--- src/rtl/multicycle_ctrl_if.sv ---
// Handshake / control bundle between the multi-cycle controller and the RV32I datapath.
// master: the controller (reads instruction and status, drives control).
// slave:  the datapath side (drives instruction and status, reads control).
interface multicycle_ctrl_if;
    logic [31:0] inInstr;
    logic        imem_ready;
    logic        dmem_ready;
    logic        alu_zero;
    logic        imem_req;
    logic        ir_write;
    logic        pc_write;
    logic        pc_src;
    logic [1:0]  imm_sel;
    logic        alu_src_imm;
    logic [1:0]  alu_op;
    logic        dmem_read;
    logic        dmem_write;
    logic        reg_write;
    logic        wb_sel;
    logic [2:0]  state;
    logic        illegal;

    modport master (
        input  inInstr, imem_ready, dmem_ready, alu_zero,
        output imem_req, ir_write, pc_write, pc_src, imm_sel, alu_src_imm,
               alu_op, dmem_read, dmem_write, reg_write, wb_sel, state, illegal
    );

    modport slave (
        output inInstr, imem_ready, dmem_ready, alu_zero,
        input  imem_req, ir_write, pc_write, pc_src, imm_sel, alu_src_imm,
               alu_op, dmem_read, dmem_write, reg_write, wb_sel, state, illegal
    );
endinterface

--- src/rtl/multicycle_ctrl.sv ---
// Multi-cycle RV32I control FSM: FETCH -> DECODE -> EXEC -> (MEM) -> (WB) -> FETCH.
// Outputs are combinational from the state register and the live instruction word;
// the instruction is not latched here, the datapath holds it stable in the IR.
// Optional feature macro: ILLEGAL_TRAP_EN -- unsupported instructions lock the FSM
// in TRAP with a sticky illegal flag; when undefined they retire as a NOP.
module multicycle_ctrl (
    input  logic                    clk,
    input  logic                    rst,
    multicycle_ctrl_if.master       bus
);

    typedef enum logic [2:0] {
        S_FETCH  = 3'd0,
        S_DECODE = 3'd1,
        S_EXEC   = 3'd2,
        S_MEM    = 3'd3,
        S_WB     = 3'd4,
        S_TRAP   = 3'd5
    } state_t;

    localparam logic [6:0] OP_R      = 7'b0110011;
    localparam logic [6:0] OP_IALU   = 7'b0010011;
    localparam logic [6:0] OP_LOAD   = 7'b0000011;
    localparam logic [6:0] OP_STORE  = 7'b0100011;
    localparam logic [6:0] OP_BRANCH = 7'b1100011;

`ifdef ILLEGAL_TRAP_EN
    localparam bit TRAP_EN = 1'b1;
`else
    localparam bit TRAP_EN = 1'b0;
`endif

    state_t      state_r;
    state_t      next_state_s;
    logic [6:0]  opcode_s;
    logic [2:0]  funct3_s;
    logic        is_r_s;
    logic        is_ialu_s;
    logic        is_load_s;
    logic        is_store_s;
    logic        is_branch_s;
    logic        legal_s;
    logic [1:0]  imm_sel_s;
    logic        illegal_s;

    assign opcode_s = bus.inInstr[6:0];
    assign funct3_s = bus.inInstr[14:12];

    // Classify the live instruction word into one of the supported classes.
    always_comb begin
        is_r_s      = 1'b0;
        is_ialu_s   = 1'b0;
        is_load_s   = 1'b0;
        is_store_s  = 1'b0;
        is_branch_s = 1'b0;
        case (opcode_s)
            OP_R:      is_r_s     = 1'b1;
            OP_IALU:   is_ialu_s  = 1'b1;
            OP_LOAD:   is_load_s  = 1'b1;
            OP_STORE:  is_store_s = 1'b1;
            OP_BRANCH: begin
                // only BEQ (000) and BNE (001) are implemented
                if (funct3_s[2:1] == 2'b00) begin
                    is_branch_s = 1'b1;
                end else begin
                    is_branch_s = 1'b0;
                end
            end
            default:   is_r_s     = 1'b0;
        endcase
        legal_s = is_r_s | is_ialu_s | is_load_s | is_store_s | is_branch_s;
        if (is_store_s) begin
            imm_sel_s = 2'b01;
        end else if (is_branch_s) begin
            imm_sel_s = 2'b10;
        end else begin
            imm_sel_s = 2'b00;
        end
    end

    // State register; reset returns to FETCH immediately.
    always_ff @(posedge clk or posedge rst) begin
        if (rst) begin
            state_r <= S_FETCH;
        end else begin
            state_r <= next_state_s;
        end
    end

`ifdef ILLEGAL_TRAP_EN
    logic illegal_r;

    // Sticky illegal flag, set on entry to TRAP and cleared only by reset.
    always_ff @(posedge clk or posedge rst) begin
        if (rst) begin
            illegal_r <= 1'b0;
        end else if (next_state_s == S_TRAP) begin
            illegal_r <= 1'b1;
        end else begin
            illegal_r <= illegal_r;
        end
    end

    assign illegal_s = illegal_r;
`else
    assign illegal_s = 1'b0;
`endif

    // Next-state sequencing per instruction class and handshake.
    always_comb begin
        next_state_s = S_FETCH;
        case (state_r)
            S_FETCH: begin
                if (bus.imem_ready) begin
                    next_state_s = S_DECODE;
                end else begin
                    next_state_s = S_FETCH;
                end
            end
            S_DECODE: begin
                if (TRAP_EN && !legal_s) begin
                    next_state_s = S_TRAP;
                end else begin
                    next_state_s = S_EXEC;
                end
            end
            S_EXEC: begin
                if (is_r_s || is_ialu_s) begin
                    next_state_s = S_WB;
                end else if (is_load_s || is_store_s) begin
                    next_state_s = S_MEM;
                end else begin
                    // branches and NOP-treated instructions retire here
                    next_state_s = S_FETCH;
                end
            end
            S_MEM: begin
                if (!bus.dmem_ready) begin
                    next_state_s = S_MEM;
                end else if (is_load_s) begin
                    next_state_s = S_WB;
                end else begin
                    next_state_s = S_FETCH;
                end
            end
            S_WB:    next_state_s = S_FETCH;
            S_TRAP:  next_state_s = S_TRAP;
            default: next_state_s = S_FETCH;
        endcase
    end

    // Control outputs decoded from state and instruction; forced low during reset.
    always_comb begin
        bus.imem_req    = 1'b0;
        bus.ir_write    = 1'b0;
        bus.pc_write    = 1'b0;
        bus.pc_src      = 1'b0;
        bus.imm_sel     = 2'b00;
        bus.alu_src_imm = 1'b0;
        bus.alu_op      = 2'b00;
        bus.dmem_read   = 1'b0;
        bus.dmem_write  = 1'b0;
        bus.reg_write   = 1'b0;
        bus.wb_sel      = 1'b0;
        bus.state       = state_r;
        bus.illegal     = illegal_s;
        if (rst) begin
            bus.state   = 3'd0;
            bus.illegal = 1'b0;
        end else begin
            case (state_r)
                S_FETCH: begin
                    bus.imem_req = 1'b1;
                    bus.ir_write = bus.imem_ready;
                end
                S_DECODE: begin
                    bus.imm_sel = imm_sel_s;
                end
                S_EXEC: begin
                    bus.imm_sel = imm_sel_s;
                    if (is_r_s) begin
                        bus.alu_op = 2'b10;
                    end else if (is_ialu_s) begin
                        bus.alu_op      = 2'b10;
                        bus.alu_src_imm = 1'b1;
                    end else if (is_load_s || is_store_s) begin
                        bus.alu_op      = 2'b00;
                        bus.alu_src_imm = 1'b1;
                    end else if (is_branch_s) begin
                        bus.alu_op   = 2'b01;
                        bus.pc_write = 1'b1;
                        // funct3[0]: 0 = BEQ (taken on zero), 1 = BNE (taken on non-zero)
                        bus.pc_src   = bus.alu_zero ^ funct3_s[0];
                    end else begin
                        bus.pc_write = 1'b1;
                    end
                end
                S_MEM: begin
                    bus.imm_sel = imm_sel_s;
                    if (is_load_s) begin
                        bus.dmem_read = 1'b1;
                    end else if (is_store_s) begin
                        bus.dmem_write = 1'b1;
                        bus.pc_write   = bus.dmem_ready;
                    end else begin
                        bus.dmem_read = 1'b0;
                    end
                end
                S_WB: begin
                    bus.imm_sel   = imm_sel_s;
                    bus.reg_write = 1'b1;
                    bus.pc_write  = 1'b1;
                    bus.wb_sel    = is_load_s;
                end
                S_TRAP: begin
                    bus.imm_sel = 2'b00;
                end
                default: begin
                    bus.imm_sel = 2'b00;
                end
            endcase
        end
    end

endmodule
--- src/flat_wrapper.sv ---
// flat-port wrapper written by rule: the top's interface ports become plain ports
module multicycle_ctrl_flat 
  (clk, rst, bus_inInstr, bus_imem_ready, bus_dmem_ready, bus_alu_zero, bus_imem_req, bus_ir_write, bus_pc_write, bus_pc_src, bus_imm_sel, bus_alu_src_imm, bus_alu_op, bus_dmem_read, bus_dmem_write, bus_reg_write, bus_wb_sel, bus_state, bus_illegal);
  multicycle_ctrl_if bus_i ();
  input  logic clk;
  input  logic rst;
  input wire logic [$bits(bus_i.inInstr)-1:0] bus_inInstr;
  input wire logic [$bits(bus_i.imem_ready)-1:0] bus_imem_ready;
  input wire logic [$bits(bus_i.dmem_ready)-1:0] bus_dmem_ready;
  input wire logic [$bits(bus_i.alu_zero)-1:0] bus_alu_zero;
  output wire logic [$bits(bus_i.imem_req)-1:0] bus_imem_req;
  output wire logic [$bits(bus_i.ir_write)-1:0] bus_ir_write;
  output wire logic [$bits(bus_i.pc_write)-1:0] bus_pc_write;
  output wire logic [$bits(bus_i.pc_src)-1:0] bus_pc_src;
  output wire logic [$bits(bus_i.imm_sel)-1:0] bus_imm_sel;
  output wire logic [$bits(bus_i.alu_src_imm)-1:0] bus_alu_src_imm;
  output wire logic [$bits(bus_i.alu_op)-1:0] bus_alu_op;
  output wire logic [$bits(bus_i.dmem_read)-1:0] bus_dmem_read;
  output wire logic [$bits(bus_i.dmem_write)-1:0] bus_dmem_write;
  output wire logic [$bits(bus_i.reg_write)-1:0] bus_reg_write;
  output wire logic [$bits(bus_i.wb_sel)-1:0] bus_wb_sel;
  output wire logic [$bits(bus_i.state)-1:0] bus_state;
  output wire logic [$bits(bus_i.illegal)-1:0] bus_illegal;
  assign bus_i.inInstr = bus_inInstr;
  assign bus_i.imem_ready = bus_imem_ready;
  assign bus_i.dmem_ready = bus_dmem_ready;
  assign bus_i.alu_zero = bus_alu_zero;
  assign bus_imem_req = bus_i.imem_req;
  assign bus_ir_write = bus_i.ir_write;
  assign bus_pc_write = bus_i.pc_write;
  assign bus_pc_src = bus_i.pc_src;
  assign bus_imm_sel = bus_i.imm_sel;
  assign bus_alu_src_imm = bus_i.alu_src_imm;
  assign bus_alu_op = bus_i.alu_op;
  assign bus_dmem_read = bus_i.dmem_read;
  assign bus_dmem_write = bus_i.dmem_write;
  assign bus_reg_write = bus_i.reg_write;
  assign bus_wb_sel = bus_i.wb_sel;
  assign bus_state = bus_i.state;
  assign bus_illegal = bus_i.illegal;
  multicycle_ctrl u_core (.clk(clk), .rst(rst), .bus(bus_i));
endmodule
--- config.mk ---
export PLATFORM = sky130hd
export DESIGN_NAME = multicycle_ctrl_flat
export DESIGN_NICKNAME = d
export VERILOG_FILES = /design/src/rtl/multicycle_ctrl_if.sv /design/src/rtl/multicycle_ctrl.sv /design/src/flat_wrapper.sv
export SDC_FILE = /design/constraint.sdc
export NUM_CORES = 1
export LEC_CHECK = 0
export ABC_AREA = 1
export CAP_MARGIN = 15
export CORE_MARGIN = 5
export CORE_UTILIZATION = 25
export DETAILED_ROUTE_END_ITERATION = 12
export GPL_TIMING_DRIVEN = 0
export PLACE_DENSITY = 0.85
export SLEW_MARGIN = 20
export SYNTH_ARGS = -nofsm -noshare
export SYNTH_HDL_FRONTEND = slang
export SYNTH_SLANG_ARGS = --single-unit
--- constraint.sdc ---
create_clock -name clk -period 2.4 [get_ports clk]
set_clock_uncertainty 0.05 [all_clocks]
set_input_delay 0.24 -clock clk [delete_from_list [all_inputs] [get_ports clk]]
set_output_delay 0.24 -clock clk [all_outputs]
set_load 0.05 [all_outputs]
==> summary.txt, run 1 <==
FINAL LAYOUT
---------------------------------------------------------------------------------------
Filler-free cell count of the finished design                                       139
Number of diodes                                                                      0
Final net count                                                                     152
Top flop regs                                                              u_core.state_r x3
Fraction of layout cells with a size suffix above 1                              18.42%
Final core occ                                                                   47.89%
Number of flip-flops in the largest register                                          3
Growth of design area from synthesis to finish                                   79.57%
Non-Filler Cell Area, Final                                                 835.8 sq um
Largest register by flop count                                             u_core.state_r

SETUP PATH
---------------------------------------------------------------------------------------
Highest-delay cell along the critical path                                 clkdlybuf4s50_1
Start point of the critical path                                                    rst
Classification of the worst setup path                                     input port to primary output
R2R depth                                                                             7
Launching point of the worst reg2reg path                                  u_core.state_r[2]$_DFF_PP0_
Worst Path Arrival                                                              1.95 ns
Cells along the critical path                                              clkdlybuf4s50_1 > buf_2 > nor2_1 > clkdlybuf4s50_1
Critical Path Max Stage Delay                                                   0.82 ns
Largest fanout on the critical path                                                  10
Count of buffer and inverter cells on the critical path                               3
Required time of the worst setup path                                           2.11 ns
Number of gates on the worst path with buffers counted                                4
Crit. End Element                                                          primary output
Delay-heaviest family, CP                                                  buffers and inverters
Type of origin of the critical path                                          input port
Crit path top cell by count                                                clkdlybuf4s50_1
R2R Setup Slk                                                                   1.28 ns

GLOBAL ROUTE
---------------------------------------------------------------------------------------
Most crowded layer after global routing                                            met2
Wire length of the first global-routing pass                               2484 microns
Met3 GRT Util                                                                    2.535%
Vias in the first global route                                                      595
Global Route met2 Usage                                                          22.52%
Antenna violations before repair                                                      0
Total GRT Usage                                                                  12.51%
Met1 track demand over resource                                                  13.47%
Pin count of the biggest net entering global routing                                 11
Grt ovf                                                                               0

CLOCKING
---------------------------------------------------------------------------------------
Number of clock sinks                                                                 3
Root buf cell                                                                  clkbuf_4
Total setup buffers inserted after CTS                                                0
Post-cts gate resize count                                                            4
Clock buffers created by TritonCTS                                                    3
Count of hold-fix buffers inserted at cts                                             0
Number of levels the H-tree was split into                                            1
Max Root-Sink Buffers                                                                 2
Clock transition at the registers of the reported paths                         0.04 ns
Clock tree from TritonCTS                                                           yes
Source-to-sink clock delay at the later pin of the worst-skew pair              0.23 ns

DRT
---------------------------------------------------------------------------------------
Wire length per cell after detailed routing                                11.45 microns
First-pass iteration count of the detailed router                                     4
Remaining antenna violation count after routing                                       0
Number of violations reported at the end of detailed-routing iteration 0             13
Post-DR vias/cell                                                                 4.388
Drc violations                                                                        0
Total via count in the routed design                                                610
Drt total wl                                                               1592 microns

PWR
---------------------------------------------------------------------------------------
Clock power frac                                                                  17.8%
Overall power after layout                                                    0.5020 mW
Power density of the placed cells                                          600.6 nW/um^2
Sw power                                                                      0.2640 mW
Cell-internal power                                                           0.2380 mW
Static Leak                                                                   0.4833 nW
Sequential cell fraction of total power                                           17.7%
Peak VDD IR                                                                   0.2504 mV
Switching share of total power                                                   52.59%
Logic gate share of total power                                                   64.5%

PLACED DESIGN
---------------------------------------------------------------------------------------
Cell area after placement                                                   797.0 sq um
Worst slack at placement                                                    -0.06299 ns
Placed Cells incl. Taps                                                             135
# port buffers                                                                       30
Final RePlAce weighted congestion                                                0.7635
Half-perimeter wire length after placement                                 1353 microns

JOB
---------------------------------------------------------------------------------------
Max Cap Violations                                                                    0

DIE
---------------------------------------------------------------------------------------
Width of the chip                                                          53.15 microns
# IOs                                                                                54
Initial core utilization                                                         26.67%
Die area                                                                     2825 sq um
Core area                                                                    1745 sq um
Floorplan row count                                                                  15
Height of the die                                                          53.15 microns

LOGIC SYNTHESIS
---------------------------------------------------------------------------------------
Synthesized area divided by synthesized cell count                          5.818 sq um
Cell area after technology mapping                                          465.4 sq um
Count of mapped cells out of synthesis                                               80
Post-Syn Nets                                                                       117
Share of the yosys chip area belonging to registers                              16.13%
Count of distinct cell types in the synthesized netlist                              22
Warning count from the yosys run                                                      0
Count of state elements after synthesis                                               3

STA
---------------------------------------------------------------------------------------
Final Worst Setup Slack                                                       0.1617 ns
Final period util                                                                93.26%
Final number of max-transition violations                                             0
Fmax                                                                          446.8 MHz
Total negative slack                                                               0 ns
Final Critical Period                                                          2.238 ns
Fin Hold WS                                                                   0.2980 ns
RSZ-0062 raised after global routing                                              false
Slew headroom                                                                    64.67%
Slew of the pin with the lowest slew margin                                   0.5290 ns
Hold Vio Cnt, Final                                                                   0
Final Setup Violations                                                                0

STATUS
---------------------------------------------------------------------------------------
Outcome                                                                    complete, no violations

HOLD PATH
---------------------------------------------------------------------------------------
HP Class                                                                   input port to asynchronous set/reset pin

power groups by stage:
stage                     logic [mW]  registers (mW)  clock network, mW
after CTS                      0.325          0.0886             0.0911
after floorplan                0.230          0.0863                  0
after global placement         0.321          0.0887                  0
after global routing           0.351          0.0920             0.0969
final                          0.324          0.0890             0.0895
after detailed placement       0.326          0.0895                  0
kinds of logic after synthesis:
group,count (synthesis),share of synthesized area (%)
compound gates,2,2.148
flops,3,16.13
simple gates,58,65.86
other cells,1,0.8057
xor+xnor,1,1.882
buf+inv,15,13.17
layout by cell type, fill, tap and decap left out:
cell type        count
dlymetal6s2s_1       7
o21ai_1              1
clkbuf_1             1
xnor2_1              1
dlygate4sd2_1        4
nor4_2               2
clkdlybuf4s50_1     19
nor3_2               1
dfrtp_1              3
a21oi_1              1
inv_1                8
buf_4                1
nor2_4               3
nor2_2               1
buf_2                1
nor4_1               1
nand4_1              1
nand3b_1             1
nand3_1              8
inv_2                5
clkbuf_4             3
nand2_1             11
conb_1               1
nor2_1              22
nand2_2              2
nor3_1               3
nand3_2              2
final cells by class:
cell class,count,area (sq um)
fill,183,909.6
tap,25,31.28
sequential,3,75.07
multi-input combinational,62,329.1
timing repair buffer,30,312.8
inverter,13,48.80
clock buffer,4,26.28
buffer,2,12.51
Yosys cell counts (all sizes together):
cell	instances	area, sq um
inv	13	48.80
nand3b	1	7.510
nand3	10	60.06
nor3	4	25.02
nor2	26	122.6
nor4	3	31.28
xnor2	1	8.760
a21oi	1	5.000
buf	2	12.51
conb	1	3.750
nand4	1	6.260
nand2	13	53.80
o21ai	1	5.000
dfrtp	3	75.07
metal layers:
metal	vias to the layer above	share of wire [%]
met4	0	2.5
met3	4	3.0
met1	273	41
met5	-	0
li1	320	-
met2	13	54
worst paths after layout:
kind,end
max in group asynchronous,u_core.state_r[0]$_DFF_PP0_
worst min register to register,u_core.state_r[1]$_DFF_PP0_
worst max register to register,u_core.state_r[0]$_DFF_PP0_
min in group clk,u_core.state_r[0]$_DFF_PP0_
worst max-delay path,bus_ir_write
worst min-delay path,u_core.state_r[1]$_DFF_PP0_
Note: power is estimated with default switching activity, not from simulation.
==> inputs of run 2 (changes only) <==
- CTS_BUF_LIST: unset -> sky130_fd_sc_hd__clkbuf_8 sky130_fd_sc_hd__clkbuf_16
==> summary.txt, run 2 (synthesis gave the netlist of run 1 again) <==
FINAL LAYOUT
---------------------------------------------------------------------------------------
Final net count                                                                     152
Largest register by flop count                                             u_core.state_r
Number of flip-flops in the largest register                                          3
Most common cell after layout, fill and taps aside                               nor2_1
Final core occ                                                                   48.96%
Top flop regs                                                              u_core.state_r x3
Non-Filler Cell Area, Final                                                 854.6 sq um
Commonest cells after routing, fill and taps aside                         nor2_1, clkdlybuf4s50_1, nand2_1
Number of diodes                                                                      0
Fraction of layout cells with a size suffix above 1                              18.42%
Growth of design area from synthesis to finish                                   83.60%

GLOBAL ROUTE
---------------------------------------------------------------------------------------
Pin count of the biggest net entering global routing                                 11
Vias in the first global route                                                      581
Grt ovf                                                                               0
Wire length of the first global-routing pass                               2449 microns
Total GRT Usage                                                                  11.99%
Antenna violations before repair                                                      0

DRT
---------------------------------------------------------------------------------------
Drt total wl                                                               1586 microns
Wire length per cell after detailed routing                                11.41 microns
Remaining antenna violation count after routing                                       0
Post-DR vias/cell                                                                 4.381
Drc violations                                                                        0
Number of violations reported at the end of detailed-routing iteration 0             17
Total via count in the routed design                                                609
First-pass iteration count of the detailed router                                     4

CLOCKING
---------------------------------------------------------------------------------------
Max Root-Sink Buffers                                                                 2
Source-to-sink clock delay at the later pin of the worst-skew pair              0.21 ns
Root buf cell                                                                  clkbuf_8
Clock tree from TritonCTS                                                           yes
Count of hold-fix buffers inserted at cts                                             0
Clock buffers created by TritonCTS                                                    3
Clock transition at the registers of the reported paths                         0.03 ns
Total setup buffers inserted after CTS                                                0
Number of clock sinks                                                                 3
Number of levels the H-tree was split into                                            1

SETUP PATH
---------------------------------------------------------------------------------------
Worst Path Arrival                                                              1.94 ns
Launching point of the worst reg2reg path                                  u_core.state_r[2]$_DFF_PP0_
Classification of the worst setup path                                     input port to primary output
Crit. End Element                                                          primary output
Capturing point of the worst reg2reg path                                  u_core.state_r[0]$_DFF_PP0_
R2R depth                                                                             7
Type of origin of the critical path                                          input port
Required time of the worst setup path                                           2.11 ns
Largest fanout on the critical path                                                  10
R2R Setup Slk                                                                   1.28 ns

STA
---------------------------------------------------------------------------------------
Fmax                                                                          447.6 MHz
Total negative slack                                                               0 ns
Final Critical Period                                                          2.234 ns
RSZ-0062 raised after global routing                                              false
Final Setup Violations                                                                0
Hold Vio Cnt, Final                                                                   0
Slew of the pin with the lowest slew margin                                   0.5290 ns
Final number of max-transition violations                                             0
Slew headroom                                                                    64.67%
Final period util                                                                93.08%

PWR
---------------------------------------------------------------------------------------
Static Leak                                                                   0.4952 nW
Peak VDD IR                                                                   0.3452 mV
Power density of the placed cells                                          644.4 nW/um^2

STATUS
---------------------------------------------------------------------------------------
Outcome                                                                    complete, no violations

PLACED DESIGN
---------------------------------------------------------------------------------------
# port buffers                                                                       30
Final RePlAce weighted congestion                                                0.7635
Half-perimeter wire length after placement                                 1353 microns
Cell area after placement                                                   797.0 sq um

DIE
---------------------------------------------------------------------------------------
Initial core utilization                                                         26.67%
Width of the chip                                                          53.15 microns
Core area                                                                    1745 sq um
# IOs                                                                                54
Floorplan row count                                                                  15
Die area                                                                     2825 sq um
Height of the die                                                          53.15 microns

HOLD PATH
---------------------------------------------------------------------------------------
HP Class                                                                   input port to asynchronous set/reset pin

JOB
---------------------------------------------------------------------------------------
Max Cap Violations                                                                    0

==> run 2: per-stage QoR <==
step | setup slack, ns | hold slack (ns) | power [mW] | instances
2_1_floorplan | 0.1141 | -0.04804 | 0.3158 | 80
3_3_place_gp | -0.008402 | 0.5330 | 0.4099 | 135
3_5_place_dp | -0.06299 | 0.5495 | 0.4152 | 135
4_1_cts | 0.0007716 | 0.3275 | 0.5540 | 139
5_1_grt | 0.03145 | 0.3471 | 0.5878 | 139
6_report | 0.1660 | 0.3205 | 0.5507 | 139
==> run 2: layout make-up <==
type,count,area [sq um]
plain buffers,2,12.51
clock buffers,3,41.29
clock inverters,1,3.754
fillers,182,890.9
inverters,13,48.80
multi-input cells,62,329.1
flip-flops and latches,3,75.07
well taps,25,31.28
repair buffers,30,312.8
==> run 2: worst max-delay path by stage <==
stage                     cells after the start              end                   startpoint  slack [ns]
after floorplan                               1     bus_imem_req  u_core.state_r[0]$_DFF_PP0_        0.11
after global placement                        7   bus_imm_sel[0]               bus_inInstr[6]      -0.008
after detailed placement                      8   bus_imm_sel[0]               bus_inInstr[0]       -0.06
after CTS                                     6  bus_alu_src_imm               bus_inInstr[0]      0.0008
after global routing                          7       bus_pc_src               bus_inInstr[3]        0.03
final                                         4     bus_ir_write                          rst        0.17
==> run 2: what timing repair did <==
action                                 CTS  global route
setup endpoints to repair                4             7
endpoints found under the hold margin    0             0
pin swaps                                0             0
gates resized for setup                  4             7
gates cloned                             0             0
==> run 2: report_power, final <==
part / switching (mW) / internal, mW / total [mW] / leakage [nW]
logic: 0.213 / 0.109 / 0.322 / 0.429
registers: 0.0226 / 0.0665 / 0.0891 / 0.0395
clock network: 0.0305 / 0.109 / 0.139 / 0.0269
==> run 2: critical path: stages <==
cell	delay (ns)
clkdlybuf4s50_1	0.51
buf_2	0.24
nor2_1	0.14
clkdlybuf4s50_1	0.82
==> run 2: routing by layer <==
metal / GRT usage, % / up-vias / routed length [microns]
met5: 0 / - / 0
met3: 1.690 / 2 / 34
met1: 13.64 / 278 / 661
met2: 21.69 / 9 / 867
met4: 5.532 / 0 / 23
li1: - / 320 / -
==> inputs of run 3 (changes only) <==
- CORE_UTILIZATION: 25 -> 28
- PLACE_DENSITY: 0.85 -> 0.93
==> summary.txt, run 3 (synthesis gave the netlist of run 1 again) <==
DRT
---------------------------------------------------------------------------------------
Drt total wl                                                               1697 microns
Drc violations                                                                        0
Post-DR vias/cell                                                                 5.031
First-pass iteration count of the detailed router                                     4
Remaining antenna violation count after routing                                       0
Met3 layer wire length in the routed design                                 137 microns
Topmost layer with routed signal wires                                             met4
Met2 layer wire length in the routed design                                 905 microns
Total via count in the routed design                                                654
Number of violations reported at the end of detailed-routing iteration 0             16
Routed met1 length                                                          617 microns
Wire length per cell after detailed routing                                13.05 microns

CLOCKING
---------------------------------------------------------------------------------------
Clock transition at the registers of the reported paths                         0.03 ns
Number of clock sinks                                                                 3
Count of hold-fix buffers inserted at cts                                             0
Clock tree from TritonCTS                                                           yes
Number of levels the H-tree was split into                                            1
Source-to-sink clock delay at the later pin of the worst-skew pair              0.22 ns
Max Root-Sink Buffers                                                                 2
Root buf cell                                                                  clkbuf_8
Clock buffers created by TritonCTS                                                    3

PWR
---------------------------------------------------------------------------------------
Sw power                                                                      0.2752 mW
Overall power after layout                                                    0.5598 mW
Cell-internal power                                                           0.2845 mW
Sequential cell fraction of total power                                           16.2%
Logic gate share of total power                                                   58.3%
Power density of the placed cells                                          672.8 nW/um^2
Peak VDD IR                                                                   0.2939 mV
Clock power frac                                                                  25.5%
Static Leak                                                                   0.4535 nW
Switching share of total power                                                   49.17%

SETUP PATH
---------------------------------------------------------------------------------------
Required time of the worst setup path                                           2.11 ns
Classification of the worst setup path                                     input port to primary output
R2R Setup Slk                                                                   1.25 ns
R2R depth                                                                             7
Capturing point of the worst reg2reg path                                  u_core.state_r[0]$_DFF_PP0_
Largest fanout on the critical path                                                  10
Worst Path Arrival                                                              1.95 ns
Crit. End Element                                                          primary output
Launching point of the worst reg2reg path                                  u_core.state_r[2]$_DFF_PP0_
Type of origin of the critical path                                          input port

GLOBAL ROUTE
---------------------------------------------------------------------------------------
Total GRT Usage                                                                  13.84%
Wire length of the first global-routing pass                               2718 microns
Grt ovf                                                                               0
Antenna violations before repair                                                      0
Vias in the first global route                                                      653
Pin count of the biggest net entering global routing                                 11

STA
---------------------------------------------------------------------------------------
Final period util                                                                93.38%
Fin Hold WS                                                                   0.3229 ns
Hold Vio Cnt, Final                                                                   0
Slew headroom                                                                    65.43%
Total negative slack                                                               0 ns
Final number of max-transition violations                                             0
Fmax                                                                          446.2 MHz
Slew of the pin with the lowest slew margin                                   0.5170 ns
Final Critical Period                                                          2.241 ns
Final Setup Violations                                                                0
RSZ-0062 raised after global routing                                              false

DIE
---------------------------------------------------------------------------------------
Initial core utilization                                                         30.19%
Core area                                                                    1541 sq um
Height of the die                                                          50.77 microns
# IOs                                                                                54
Die area                                                                     2578 sq um
Floorplan row count                                                                  14
Width of the chip                                                          50.77 microns

FINAL LAYOUT
---------------------------------------------------------------------------------------
Final net count                                                                     152
Growth of design area from synthesis to finish                                   78.76%
Filler Cells Inserted                                                               149
Largest register by flop count                                             u_core.state_r
Most common cell after layout, fill and taps aside                               nor2_1
Number of flip-flops in the largest register                                          3
Top flop regs                                                              u_core.state_r x3
Number of diodes                                                                      0
Fraction of layout cells with a size suffix above 1                              18.42%
Commonest cells after routing, fill and taps aside                         nor2_1, clkdlybuf4s50_1, nand2_1

JOB
---------------------------------------------------------------------------------------
Max Cap Violations                                                                    0

PLACED DESIGN
---------------------------------------------------------------------------------------
Half-perimeter wire length after placement                                 1421 microns
# port buffers                                                                       30
Final RePlAce weighted congestion                                                0.8530

STATUS
---------------------------------------------------------------------------------------
Outcome                                                                    complete, no violations

HOLD PATH
---------------------------------------------------------------------------------------
HP Class                                                                   input port to asynchronous set/reset pin

==> run 3: changes by cell type in the layout (fill, tap and decap cells not counted), sizes merged <==
cell          change
dlygate4sd2       +3
dlymetal6s2s      -3
==> run 3: metal layers <==
layer  global-route usage [%]  vias up
met4                    7.660        0
met5                        0        -
li1                         -      321
met2                    24.17       26
met3                    4.142        8
met1                    14.54      299
==> run 3: repair_timing <==
| item | 4_1_cts | 5_1_grt |
|---|---|---|
| endpoints found under the setup margin | 7 | 4 |
| resized for setup | 7 | 4 |
| buffers inserted | 0 | 0 |
==> run 3: power groups by stage <==
stage	Sequential [mW]	Combinational, mW	Clock (mW)
3_5_place_dp	0.0897	0.326	0
4_1_cts	0.0897	0.325	0.144
5_1_grt	0.0927	0.349	0.151
6_report	0.0908	0.326	0.143
3_3_place_gp	0.0887	0.320	0
2_1_floorplan	0.0863	0.230	0
==> run 3: critical path, cell delays in order <==
cell and delay, ns:
clkdlybuf4s50_1 0.52, buf_2 0.25, nor2_1 0.14, clkdlybuf4s50_1 0.81
==> run 3: area by class of cell <==
type | instances | area, sq um | area share [%]
repair buffers | 30 | 301.5 | 36.24
plain buffers | 2 | 12.51 | 1.504
inverters | 13 | 48.80 | 5.865
well taps | 16 | 20.02 | 2.406
clock buffers | 3 | 41.29 | 4.962
multi-input cells | 62 | 329.1 | 39.55
flip-flops and latches | 3 | 75.07 | 9.023
clock inverters | 1 | 3.754 | 0.4511
==> run 3: per-stage QoR <==
stage / area, sq um / instances / setup slack, ns / utilization [%]
after CTS: 822.0 / 130 / 0.001487 / 53.33
after detailed placement: 785.8 / 126 / -0.1028 / 50.97
final: 832.0 / 130 / 0.1589 / 53.98
after floorplan: 465.4 / 80 / 0.1141 / -
after global routing: 832.0 / 130 / 0.07376 / 53.98
after global placement: 785.8 / 126 / -0.003199 / 50.97
==> run 3: worst max path at each step <==
stage                                           start        endpoint  slack (ns)
after floorplan           u_core.state_r[0]$_DFF_PP0_    bus_imem_req        0.11
after global placement                 bus_inInstr[6]  bus_imm_sel[0]      -0.003
after detailed placement               bus_inInstr[1]      bus_pc_src       -0.10
after CTS                              bus_inInstr[5]   bus_dmem_read       0.001
after global routing                   bus_inInstr[3]      bus_pc_src        0.07
final                                             rst    bus_ir_write        0.16
